## src/rtl/can_msg_fifo_pkg.sv

```systemverilog
`default_nettype none
// ============================================================================
// Module  : can_msg_fifo_pkg
// Brief   : Shared constants for the Basic CAN message buffer: frame size,
//           byte width, byte index map and the storage reset fill pattern.
// Revision: 1.0 - initial release
// ============================================================================
package can_msg_fifo_pkg;

  // Frame geometry: frame info + 2 ID bytes + 8 data bytes + 2 spare
  localparam int CAN_FRAME_BYTES = 13;
  localparam int CAN_DW          = 8;

  // Byte index map inside one message slot
  localparam int FRAME_INFO = 0;
  localparam int ID1        = 1;
  localparam int ID2        = 2;
  localparam int DATA0      = 3;

  // Value every storage byte takes on reset
  localparam logic [CAN_DW-1:0] CAN_FILL_BYTE = '1;

endpackage : can_msg_fifo_pkg
`default_nettype wire

```

## src/rtl/can_msg_slot.sv

```systemverilog
`default_nettype none
// ============================================================================
// Module  : can_msg_slot
// Brief   : One message slot: BYTES x DW register array with a byte write
//           enable, reset to all ones, and a combinational byte read mux.
//           Addresses at or beyond the last byte alias onto the last byte.
// Revision: 1.0 - initial release
// ============================================================================
module can_msg_slot
  import can_msg_fifo_pkg::*;
#(
  parameter int DW    = CAN_DW,
  parameter int BYTES = CAN_FRAME_BYTES,
  parameter int AW    = 4
) (
  input  logic          clk,
  input  logic          rst_b,
  input  logic          we_i,
  input  logic [AW-1:0] wr_addr_i,
  input  logic [DW-1:0] wdata_i,
  input  logic [AW-1:0] rd_addr_i,
  output logic [DW-1:0] rdata_o
);

  localparam logic [AW-1:0] LAST_IDX = AW'(BYTES - 1);

  logic [DW-1:0] mem_q [BYTES];
  logic [AW-1:0] wr_sel;
  logic [AW-1:0] rd_sel;

  // Clamp out-of-range byte indices onto the last byte of the slot
  assign wr_sel = (wr_addr_i >= LAST_IDX) ? LAST_IDX : wr_addr_i;
  assign rd_sel = (rd_addr_i >= LAST_IDX) ? LAST_IDX : rd_addr_i;

  // Byte storage: fill with ones on reset, single-byte write otherwise
  always_ff @(posedge clk or negedge rst_b) begin
    if (!rst_b) begin
      for (int b = 0; b < BYTES; b++) begin
        mem_q[b] <= '1;
      end
    end else if (we_i) begin
      mem_q[wr_sel] <= wdata_i;
    end
  end

  assign rdata_o = mem_q[rd_sel];

endmodule : can_msg_slot
`default_nettype wire

```

## src/rtl/can_msg_fifo.sv

```systemverilog
`default_nettype none
// ============================================================================
// Module  : can_msg_fifo
// Brief   : Multi-slot CAN message buffer. Producer byte-writes the tail slot
//           and commits it; consumer reads the head slot combinationally and
//           releases it. Sticky overrun flags a commit dropped while full.
// Revision: 1.0 - initial release
// ============================================================================
module can_msg_fifo
  import can_msg_fifo_pkg::*;
#(
  parameter int DW    = CAN_DW,
  parameter int BYTES = CAN_FRAME_BYTES,
  parameter int SLOTS = 4,
  parameter int AW    = 4,
  parameter int CW    = 3
) (
  input  logic          clk,
  input  logic          rst_b,
  input  logic          we_b,
  input  logic [DW-1:0] datain,
  input  logic [AW-1:0] wr_adress,
  input  logic          wr_commit,
  input  logic [AW-1:0] rd_adress,
  input  logic          rd_release,
  input  logic          clr_overrun,
  output logic [DW-1:0] dataout,
  output logic [CW-1:0] msg_count,
  output logic          empty,
  output logic          full,
  output logic          overrun
);

  localparam int              PW       = (SLOTS > 1) ? $clog2(SLOTS) : 1;
  localparam logic [CW-1:0]   FULL_CNT = CW'(SLOTS);
  localparam logic [PW-1:0]   PTR_ONE  = PW'(1);

  logic [PW-1:0] wr_ptr_q, wr_ptr_d;
  logic [PW-1:0] rd_ptr_q, rd_ptr_d;
  logic [CW-1:0] count_q,  count_d;
  logic          overrun_q, overrun_d;

  logic          full_w;
  logic          empty_w;
  logic          do_commit;
  logic          do_release;
  logic          ovr_event;
  logic          wr_en_w;
  logic [DW-1:0] slot_rdata [SLOTS];

  assign full_w  = (count_q == FULL_CNT);
  assign empty_w = (count_q == '0);

  // Both operations are judged on the pre-edge count. A commit while full is
  // only accepted if a release frees the head slot in the same cycle.
  assign do_commit  = wr_commit && (!full_w || rd_release);
  assign do_release = rd_release && !empty_w;
  assign ovr_event  = wr_commit && full_w && !rd_release;

  // Writes while full would land in the head slot (tail aliases head)
  assign wr_en_w = !we_b && !full_w;

  // Next-state for pointers, message count and sticky overrun (set wins)
  always_comb begin
    wr_ptr_d  = wr_ptr_q;
    rd_ptr_d  = rd_ptr_q;
    count_d   = count_q + CW'(do_commit) - CW'(do_release);
    overrun_d = overrun_q;
    if (do_commit)  wr_ptr_d = wr_ptr_q + PTR_ONE;
    if (do_release) rd_ptr_d = rd_ptr_q + PTR_ONE;
    if (clr_overrun) overrun_d = 1'b0;
    if (ovr_event)   overrun_d = 1'b1;
  end

  // Control state registers
  always_ff @(posedge clk or negedge rst_b) begin
    if (!rst_b) begin
      wr_ptr_q  <= '0;
      rd_ptr_q  <= '0;
      count_q   <= '0;
      overrun_q <= 1'b0;
    end else begin
      wr_ptr_q  <= wr_ptr_d;
      rd_ptr_q  <= rd_ptr_d;
      count_q   <= count_d;
      overrun_q <= overrun_d;
    end
  end

  for (genvar g = 0; g < SLOTS; g++) begin : g_slot
    can_msg_slot #(
      .DW    (DW),
      .BYTES (BYTES),
      .AW    (AW)
    ) u_slot (
      .clk       (clk),
      .rst_b     (rst_b),
      .we_i      (wr_en_w && (wr_ptr_q == PW'(g))),
      .wr_addr_i (wr_adress),
      .wdata_i   (datain),
      .rd_addr_i (rd_adress),
      .rdata_o   (slot_rdata[g])
    );
  end

  assign dataout   = slot_rdata[rd_ptr_q];
  assign msg_count = count_q;
  assign empty     = empty_w;
  assign full      = full_w;
  assign overrun   = overrun_q;

endmodule : can_msg_fifo
`default_nettype wire

```

## config.mk

```make
export PLATFORM = sky130hd
export DESIGN_NAME = can_msg_fifo
export DESIGN_NICKNAME = d
export VERILOG_FILES = /design/src/rtl/can_msg_fifo_pkg.sv /design/src/rtl/can_msg_slot.sv /design/src/rtl/can_msg_fifo.sv
export SDC_FILE = /design/constraint.sdc
export NUM_CORES = 1
export LEC_CHECK = 0
export CAP_MARGIN = 20
export CORE_MARGIN = 2
export CORE_UTILIZATION = 63
export DETAILED_ROUTE_END_ITERATION = 10
export PLACE_DENSITY = 0.83
export SYNTH_ARGS = -nofsm -noshare
export SYNTH_HDL_FRONTEND = slang
export SYNTH_SLANG_ARGS = --single-unit
```

## constraint.sdc

```tcl
create_clock -name clk -period 2.8 [get_ports clk]
set_clock_uncertainty 0.2 [all_clocks]
set_input_delay 0.42 -clock clk [delete_from_list [all_inputs] [get_ports clk]]
set_output_delay 0.42 -clock clk [all_outputs]
set_load 0.005 [all_outputs]
```

-- Yosys cells after proc, flatten, opt, wreduce, memory -nomap -nowiden
Cells that the tools add are included.
- bits in registers: 424
- logic and storage cells: 116
- bits of input ports: 22
- output and inout port bits: 14
- magnitude comparators: 6
- muxes and demuxes: 25
- equal/unequal tests: 4
- $add $sub $neg: 4
- bitwise gates (word level): 3
- reductions and logical operators: 18
- operator list (cell ; count):
    $bwmux 104 ; 4
    $bmux 8 s4 ; 4
    $mux 8 ; 11
    $demux 8 s4 ; 1
    $bmux 8 s2 ; 1
    $ge 5x5->1 const B ; 2
    $logic_and 1x1->1 ; 10
    $not 4->5 ; 2
    $ge 4x4->1 const B ; 2
    $mux 4 ; 2
    $lt 5x1->1 const B ; 1
    $add 2x1->2 const B ; 2
    $eq 2x2->1 const B ; 2
    $logic_not 1->1 ; 4
    $add 3x1->3 ; 1
    $eq 3x3->1 const B ; 1
    $ge 3x3->1 const B ; 1
    $logic_not 3->1 ; 1
    $not 2->3 ; 1
    $sub 3x1->3 ; 1
    $eq 2x1->1 const B ; 1
    $logic_not 2->1 ; 1
    $mux 1 ; 2
    $reduce_bool 2->1 ; 1
    $logic_or 1x1->1 ; 1

-- Depth between registers and ports, before layout
Gate-level depths: netlist of the first run.
- word-level depth: 9
- depth in mapped cells: 10
- mapped depth without buffers: 9

-- By module
A second synthesis of the first run with hierarchy kept.
- cell total of the unflattened synthesis: 1454
- area total of the unflattened synthesis: 20851.2 sq um
- by module, submodules not included (module ; area an instance (sq um) ; cells each ; times used ; sequential area each (sq um)):
    can_msg_slot ; 5048.6 ; 351 ; 4 ; 2732.6
    can_msg_fifo ; 656.9 ; 50 ; 1 ; 200.2

-- Least setup slack after synthesis of the first run
OpenSTA, ideal clock, no wires.
- path kind: in2out
- start point: input rd_adress[1]
- end point: output dataout[1]
- cell stages on the path: 6
- required time: 2.180 ns
- path slack: 0.282 ns
- arrival: 1.898 ns
- buffers on the path: 2
- cells stage by stage: buf_6 buf_12 mux4_2 mux2_2 a211o_1 a22o_1
- cells in the longest elaborated chain, start to end: 9
- elaborated cells between the ends (all ways): 18
- those cells by class: order compare: 1; mux: 16; bitwise: 1
- RTL lines (element ; line ; RTL):
    start, declared ; can_msg_fifo.sv:24 ; input logic [AW-1:0] rd_adress,
    $ge 4x4->1 ; can_msg_slot.sv:33 ; assign rd_sel = (rd_addr_i >= LAST_IDX) ? LAST_IDX : rd_addr_i;
    $mux 4 * ; can_msg_slot.sv:33 ;
    $not 4->5 (implied by the code) * ; can_msg_slot.sv:46 ; assign rdata_o = mem_q[rd_sel];
    $bmux 8 s4 ; can_msg_slot.sv:46 ;
    $mux 8 (implied by the code) (2 in a row) ; can_msg_slot.sv:46 ;
    $bmux 8 s2 * ; can_msg_fifo.sv:106 ; assign dataout = slot_rdata[rd_ptr_q];
    $mux 8 (implied by the code) * (2 in a row) ; can_msg_fifo.sv:106 ;
    end, declared ; can_msg_fifo.sv:27 ; output logic [DW-1:0] dataout,
Every way passes the cells marked *; elsewhere a longest branch is shown, timed or not. The select of a mux whose other input is x is not followed.

-- Worst setup path in the final report of the first run
- start point: register g_slot[1].u_slot.mem_q[78] (netlist name)
- end point: output dataout[6]
- cells in the longest elaborated chain, start to end: 6
- RTL lines (element ; line ; RTL):
    start, declared ; can_msg_slot.sv:27 ; logic [DW-1:0] mem_q [BYTES];
    start signal, assigned by index ; can_msg_slot.sv:42 ; mem_q[wr_sel] <= wdata_i;
    $bmux 8 s4 ; can_msg_slot.sv:46 ;
    $mux 8 (implied by the code) (2 in a row) ; can_msg_slot.sv:46 ;
    $bmux 8 s2 ; can_msg_fifo.sv:106 ;
    $mux 8 (implied by the code) (2 in a row) ; can_msg_fifo.sv:106 ;
No other way between the ends. The select of a mux whose other input is x is not followed.

==> results of run 1 <==
[stage by stage]
stage                     utilization, %  setup TNS [ns]  cell area, µm²  hold WS, ns  instances
after floorplan                        -               0           20400      -0.0756       1398
after global placement              69.8           -4.75           22100        0.250       1909
after detailed placement            69.8           -5.03           22100        0.258       1909
after CTS                           75.0           -1.16           23800        0.245       1991
after global routing                75.1           -1.54           23800        0.258       1992
final                               75.1           -1.21           23800        0.248       1992
[final timing paths]
kind                       slack [ns]                    endpoint                       start
min reg2reg                      0.34                     overrun                     overrun
max in group asynchronous        1.26  g_slot[3].u_slot.mem_q[97]                       rst_b
max                             -0.28                  dataout[6]  g_slot[1].u_slot.mem_q[78]
min                              0.25                     overrun                 clr_overrun
max reg2reg                      0.16  g_slot[3].u_slot.mem_q[95]                msg_count[1]
min in group asynchronous        0.28                 rd_ptr_q[0]                       rst_b
[layout make-up]
class	count	area share (%)
multi-input cells	870	37.4
clock inverters	15	0.651
flip-flops and latches	424	46.7
repair buffers	203	7.72
well taps	402	2.11
clock buffers	65	5.20
inverters	13	0.210
[placed cells by master (no fill, tap or decap), drive strengths merged, types with 13 or more instances in the layout]
| cell | instances |
|---|---|
| mux4 | 49 |
| o21ai | 17 |
| a221oi | 23 |
| nor2 | 81 |
| buf | 187 |
| nand2 | 48 |
| clkbuf | 65 |
| a21oi | 20 |
| clkdlybuf4s50 | 14 |
| mux2i | 63 |
| a22oi | 15 |
| inv | 14 |
| nand3 | 16 |
| mux2 | 441 |
| dfstp | 416 |
| o22ai | 13 |
[cell usage after synthesis, types with 3 or more instances]
cell type  instances
mux2_2           441
dfstp_2          416
mux2i_1           63
clkbuf_1          53
nor2_2            53
mux4_2            49
nand2_1           44
nor2_1            28
a221oi_1          23
a21oi_1           20
nand3_1           16
o21ai_0           16
a22oi_1           15
buf_2             14
o22ai_1           13
buf_6             12
inv_1             11
o211ai_1          10
nor2b_1            9
dfrtp_1            8
nand2b_1           8
a211oi_1           7
a31oi_1            7
buf_4              7
ha_1               6
a222oi_1           5
xnor2_1            5
a211o_1            4
a22o_1             4
nand2_2            4
o221ai_1           3
[per-layer routing]
layer / track usage (%) / up-vias / wire (µm)
li1: - / 5475 / -
met1: 44.3 / 6898 / 21600
met2: 51.2 / 496 / 25000
met3: 4.40 / 125 / 3170
met4: 12.5 / 0 / 1890
met5: 0 / - / 0
[cell families (layout without fill, tap and decap cells)]
logic type	count (synthesis)	after routing	synth area share (%)
muxes	553	553	32.9
DFF	424	424	54.7
and+or+nand+nor	168	168	4.17
AOI/OAI and AO/OA	137	137	4.81
buffers and inverters	104	296	2.79
adders and majority gates	7	7	0.467
xor gates and xnor gates	5	5	0.215
[state kept, by name (all words and copies together), names as in the netlist]
register / count
g_slot.u_slot.mem_q: 416
overrun: 1
wr_ptr_q: 2
rd_ptr_q: 2
msg_count: 3
[power by group]
group	internal [mW]	switching (mW)
registers	10.6	1.49
clock network	3.27	2.41
logic	3.83	2.92
total	17.7	6.81
[repair_timing]
| action | in CTS | in global routing |
|---|---|---|
| pin swaps | 28 | 14 |
| hold buffers | 1 | 0 |
| cloned | 2 | 0 |
| buffers inserted | 3 | 1 |
| resized for setup | 91 | 8 |
| setup endpoints to repair | 8 | 8 |
| hold endpoints to repair | 1 | 0 |
==> reports/qor.csv, run 1 <==
metric,value,unit
cp-end-kind,primary output,
synth-edff-count,0,
clk_pin_slew,0.06,ns
critPathMostFrequentCell,mux4_2,
cts_max_level,2,
worstSkewPairLatency,0.56,ns
cts_root_buf,clkbuf_16,
synthCells,1398,
violations,setup timing,
critPathArrivalTime,2.46,ns
period_minus_slack,3.08,ns
die_h,184,µm
track_usage,31.8,%
synth_area,20400,µm²
gr-total-overflow,0,
antenna_found_initial,0,
slew_violations,0,
initial_core_util,64.2,%
ys_seq_elements,424,
power,24.5,mW
critPathKind,reg -> out,
min_period_over_period,110,%
setup_viol,8,
synthFlopType,dfstp_2,
cts_tree,yes,
yosysSeqAreaShare,54.7,%
rsz0062_at_grt,true,
path_delay_family,multiplexers,
multi_input_area,8910,µm²
cts_buffers,44,
max_freq,324,MHz
hold_viol,0,
seq_area,11100,µm²
ant_nets,0,
grt_start_max_net_pins,76,
hold_depth,2,
grt_pass1_vias,13700,
drt_pass1_iterations,5,
critPathLaunchType,register,
dp_hpwl,33700,µm
ir_worst_vdd,0.710,mV
synth.area.top_cells,"dfstp_2 54%, mux2_2 24%, mux4_2 5.4%",
crit_buf_inv,1,
wl,51600,µm
tightest_slew,0.791,ns
clock_path_buffers,3,
path_depth,6,
area_delta_synth_final,17.0,%
ys_warn_count,0,
avgRoutedWirePerCell,25.9,µm
cp_max_fo,2,
crit_required,2.18,ns
core,31700,µm²
r2r_cells,7,
setup_slack,-0.283,ns
final_nets,1585,
clkSinkCount,424,
pre_cts_ws,-0.727,ns
status,"finished, violations left",
slowest_delay,0.47,ns
via_count,13000,
slowest_stage,mux4_2,
synth_top_area_share,53.7,%
synth_top_area_cell,dfstp_2,
fill_cells,1888,
dieArea,33800,µm²
drive_gt1_share,79.1,%
syn_nets,1427,
synthArstFlopShare,100,%
path_cells,mux4_2 -> mux4_2 -> o21ai_2 -> a31o_4 -> o221ai_4 -> buf_2,
io_buffer_count,35,
relSlewSlack,47.3,%
die_w,184,µm
drv_cap,0,
routed_via_density,6.52,
io_pins,36,
remaining_drc_errors,0,
diodes,0,
drt-initial-drc-count,1165,
hp-class,in -> reg,
avgSynthCellArea,14.6,µm²
yosys.cell_types.count,48,
power_density,1030,nW/µm²
place_congestion,0.914,
num_rows,65,
p_leak,9.59,nW
grt_pass1_wl,81700,µm
Power figures use the tool's default switching activity.
==> run 2, diff against run 1 <==
--- a/config.mk
+++ b/config.mk
@@ -6,10 +6,12 @@
 export NUM_CORES = 1
 export LEC_CHECK = 0
 export CAP_MARGIN = 20
+export CORE_ASPECT_RATIO = 0.7
 export CORE_MARGIN = 2
 export CORE_UTILIZATION = 63
 export DETAILED_ROUTE_END_ITERATION = 10
 export PLACE_DENSITY = 0.83
+export SLEW_MARGIN = 20
 export SYNTH_ARGS = -nofsm -noshare
 export SYNTH_HDL_FRONTEND = slang
 export SYNTH_SLANG_ARGS = --single-unit
==> run 2 against run 1 <==
  * The flow still finishes with violations (setup timing)
  * Via count is 0.95% lower
  * Register-to-register slack improved by 0.26 ns
  * Routed wire length grew 1.5%
  * Clock power about the same
  * First-iteration DRC count increased by 10%
  * Cell count is 0.55% higher
  * Count of clock-buffer cells in the layout shrank 10
  * Final area barely moved
  * Maximum frequency hardly changed
  * Flip-flop and latch count unchanged
  * Core utilization is 0.83 points lower
  * Setup slack got worse by 0.00089 ns
  * Highest routed layer unchanged
==> reports/qor.csv, run 2 (synthesis results as in run 1) <==
metric,value,unit
status,"finished, violations left",
violations,setup timing,
reg2reg_slack,0.42,ns
swShare,27.5,%
routed_via_density,6.43,
slowest_delay,0.53,ns
hp-class,in -> reg,
cts_max_level,2,
hold_viol,0,
setup_tns,-1.67,ns
io_buffer_count,35,
min_period_over_period,110,%
critPathLaunchType,register,
seqPwrFrac,49.3,%
die_w,219,µm
gr-total-overflow,0,
crit_path_start,g_slot[2].u_slot.mem_q[12],
grt_pass1_wl,82700,µm
clockPowerShare,23.2,%
place_congestion,0.910,
grt_pass1_vias,13800,
area_delta_synth_final,17.0,%
clk_pin_slew,0.06,ns
slew_violations,0,
period_minus_slack,3.08,ns
track_usage,32.3,%
r2r_cells,8,
dieArea,33800,µm²
avgRoutedWirePerCell,26.2,µm
p_leak,9.58,nW
num_rows,55,
utilization,74.3,%
clock_path_buffers,3,
drt-initial-drc-count,1287,
r2r-end,g_slot[3].u_slot.mem_q[63],
internal_power,17.8,mW
wl,52400,µm
drv_cap,0,
critPathKind,reg -> out,
path_cells,mux4_2 -> mux2i_4 -> a2111oi_2 -> buf_4 -> nor2_4 -> o221ai_4 -> dlygate4sd2_1,
setup_slack,-0.284,ns
slowest_stage,mux4_2,
clkSinkCount,424,
drt_pass1_iterations,6,
dp_hpwl,34000,µm
hold_slack,0.259,ns
remaining_drc_errors,0,
die_h,154,µm
io_pins,36,
ir_worst_vdd,0.634,mV
setup.worst_path.end,dataout[4],
cts_tree,yes,
cp-end-kind,primary output,
grt_start_max_net_pins,82,
relSlewSlack,52.5,%
cp_max_fo,2,
largest-register,g_slot.u_slot.mem_q,
core,32100,µm²
max_freq,324,MHz
crit_required,2.18,ns
initial_core_util,63.5,%
final_nets,1582,
layout_common_cells,"436 x mux2_2, 416 x dfstp_2, 143 x buf_4, 62 x mux2i_1, 54 x nor2_2",
p_sw,6.75,mW
tightest_slew,0.713,ns
drive_gt1_share,78.9,%
largest_reg_flops,416,
regToRegStartpoint,msg_count[1],
worstSkewPairLatency,0.56,ns
final_common_cell,mux2_2,
cts_buffers,41,
antenna_found_initial,0,
rsz0062_at_grt,true,
ant_nets,0,
comb_power_share,27.4,%
via_count,12900,
diodes,0,
setup_viol,8,
critPathArrivalTime,2.46,ns
cts_root_buf,clkbuf_16,
power_density,1030,nW/µm²
[run 2: worst min-delay path by stage]
stage | from | end | slack (ns) | depth (start not counted)
after floorplan | rst_b | msg_count[0] | -0.08 | 0
after global placement | overrun | overrun | 0.32 | 2
after detailed placement | wr_ptr_q[0] | wr_ptr_q[0] | 0.34 | 1
after CTS | wr_commit | overrun | 0.26 | 3
after global routing | clr_overrun | overrun | 0.27 | 2
final | wr_commit | overrun | 0.26 | 3
[run 2: area by class of cell]
cell class,count,area (µm²)
clock buffer,55,1170
clock inverter,11,184
fill,1993,8240
inverter,13,48.8
multi-input combinational,870,8920
sequential,424,11100
tap,427,534
timing repair buffer,203,1840
[run 2: power by group through the flow]
stage / Combinational [mW] / Clock (mW) / Sequential [mW]
2_1_floorplan: 4.52 / 0 / 11.5
3_3_place_gp: 6.12 / 0 / 11.9
3_5_place_dp: 6.40 / 0 / 12.1
4_1_cts: 6.61 / 5.78 / 12.1
5_1_grt: 7.17 / 6.03 / 12.4
6_report: 6.72 / 5.70 / 12.1
[run 2: worst max-delay path, delay by kind of cell (launching register included)]
kind / cells / cell delay [ns]
AND/OR/NAND/NOR: 1 / 0.15
multiplexers: 2 / 0.72
buffers and inverters: 2 / 0.45
AO/OA/AOI/OAI: 2 / 0.23
flip-flops: 1 / 0.37
[run 2: per-stage QoR]
stage | total power [mW] | setup slack, ns | cell area, µm² | std cells
finish | 24.5 | -0.284 | 23800 | 2003
global route | 25.6 | -0.328 | 23800 | 2003
CTS | 24.5 | -0.312 | 23800 | 2003
detailed placement | 18.5 | -0.717 | 22200 | 1933
floorplan | 16.0 | 0.282 | 20400 | 1398
global placement | 18.0 | -0.724 | 22200 | 1933
[run 2: metal layers]
| metal | track usage [%] | share of wire [%] | vias to the layer above |
|---|---|---|---|
| met5 | 0 | 0 | - |
| met4 | 10.6 | 3.1 | 0 |
| met3 | 6.73 | 7.7 | 122 |
| met2 | 49.5 | 46 | 502 |
| met1 | 46.5 | 43 | 6781 |
| li1 | - | - | 5466 |
[run 2: repair_timing]
item,4_1_cts,5_1_grt
resized for setup,69,14
setup buffers,2,0
pin swaps,18,8
setup endpoints to repair,8,8
hold endpoints to repair,36,0
hold buffers,1,0
cloned,1,0
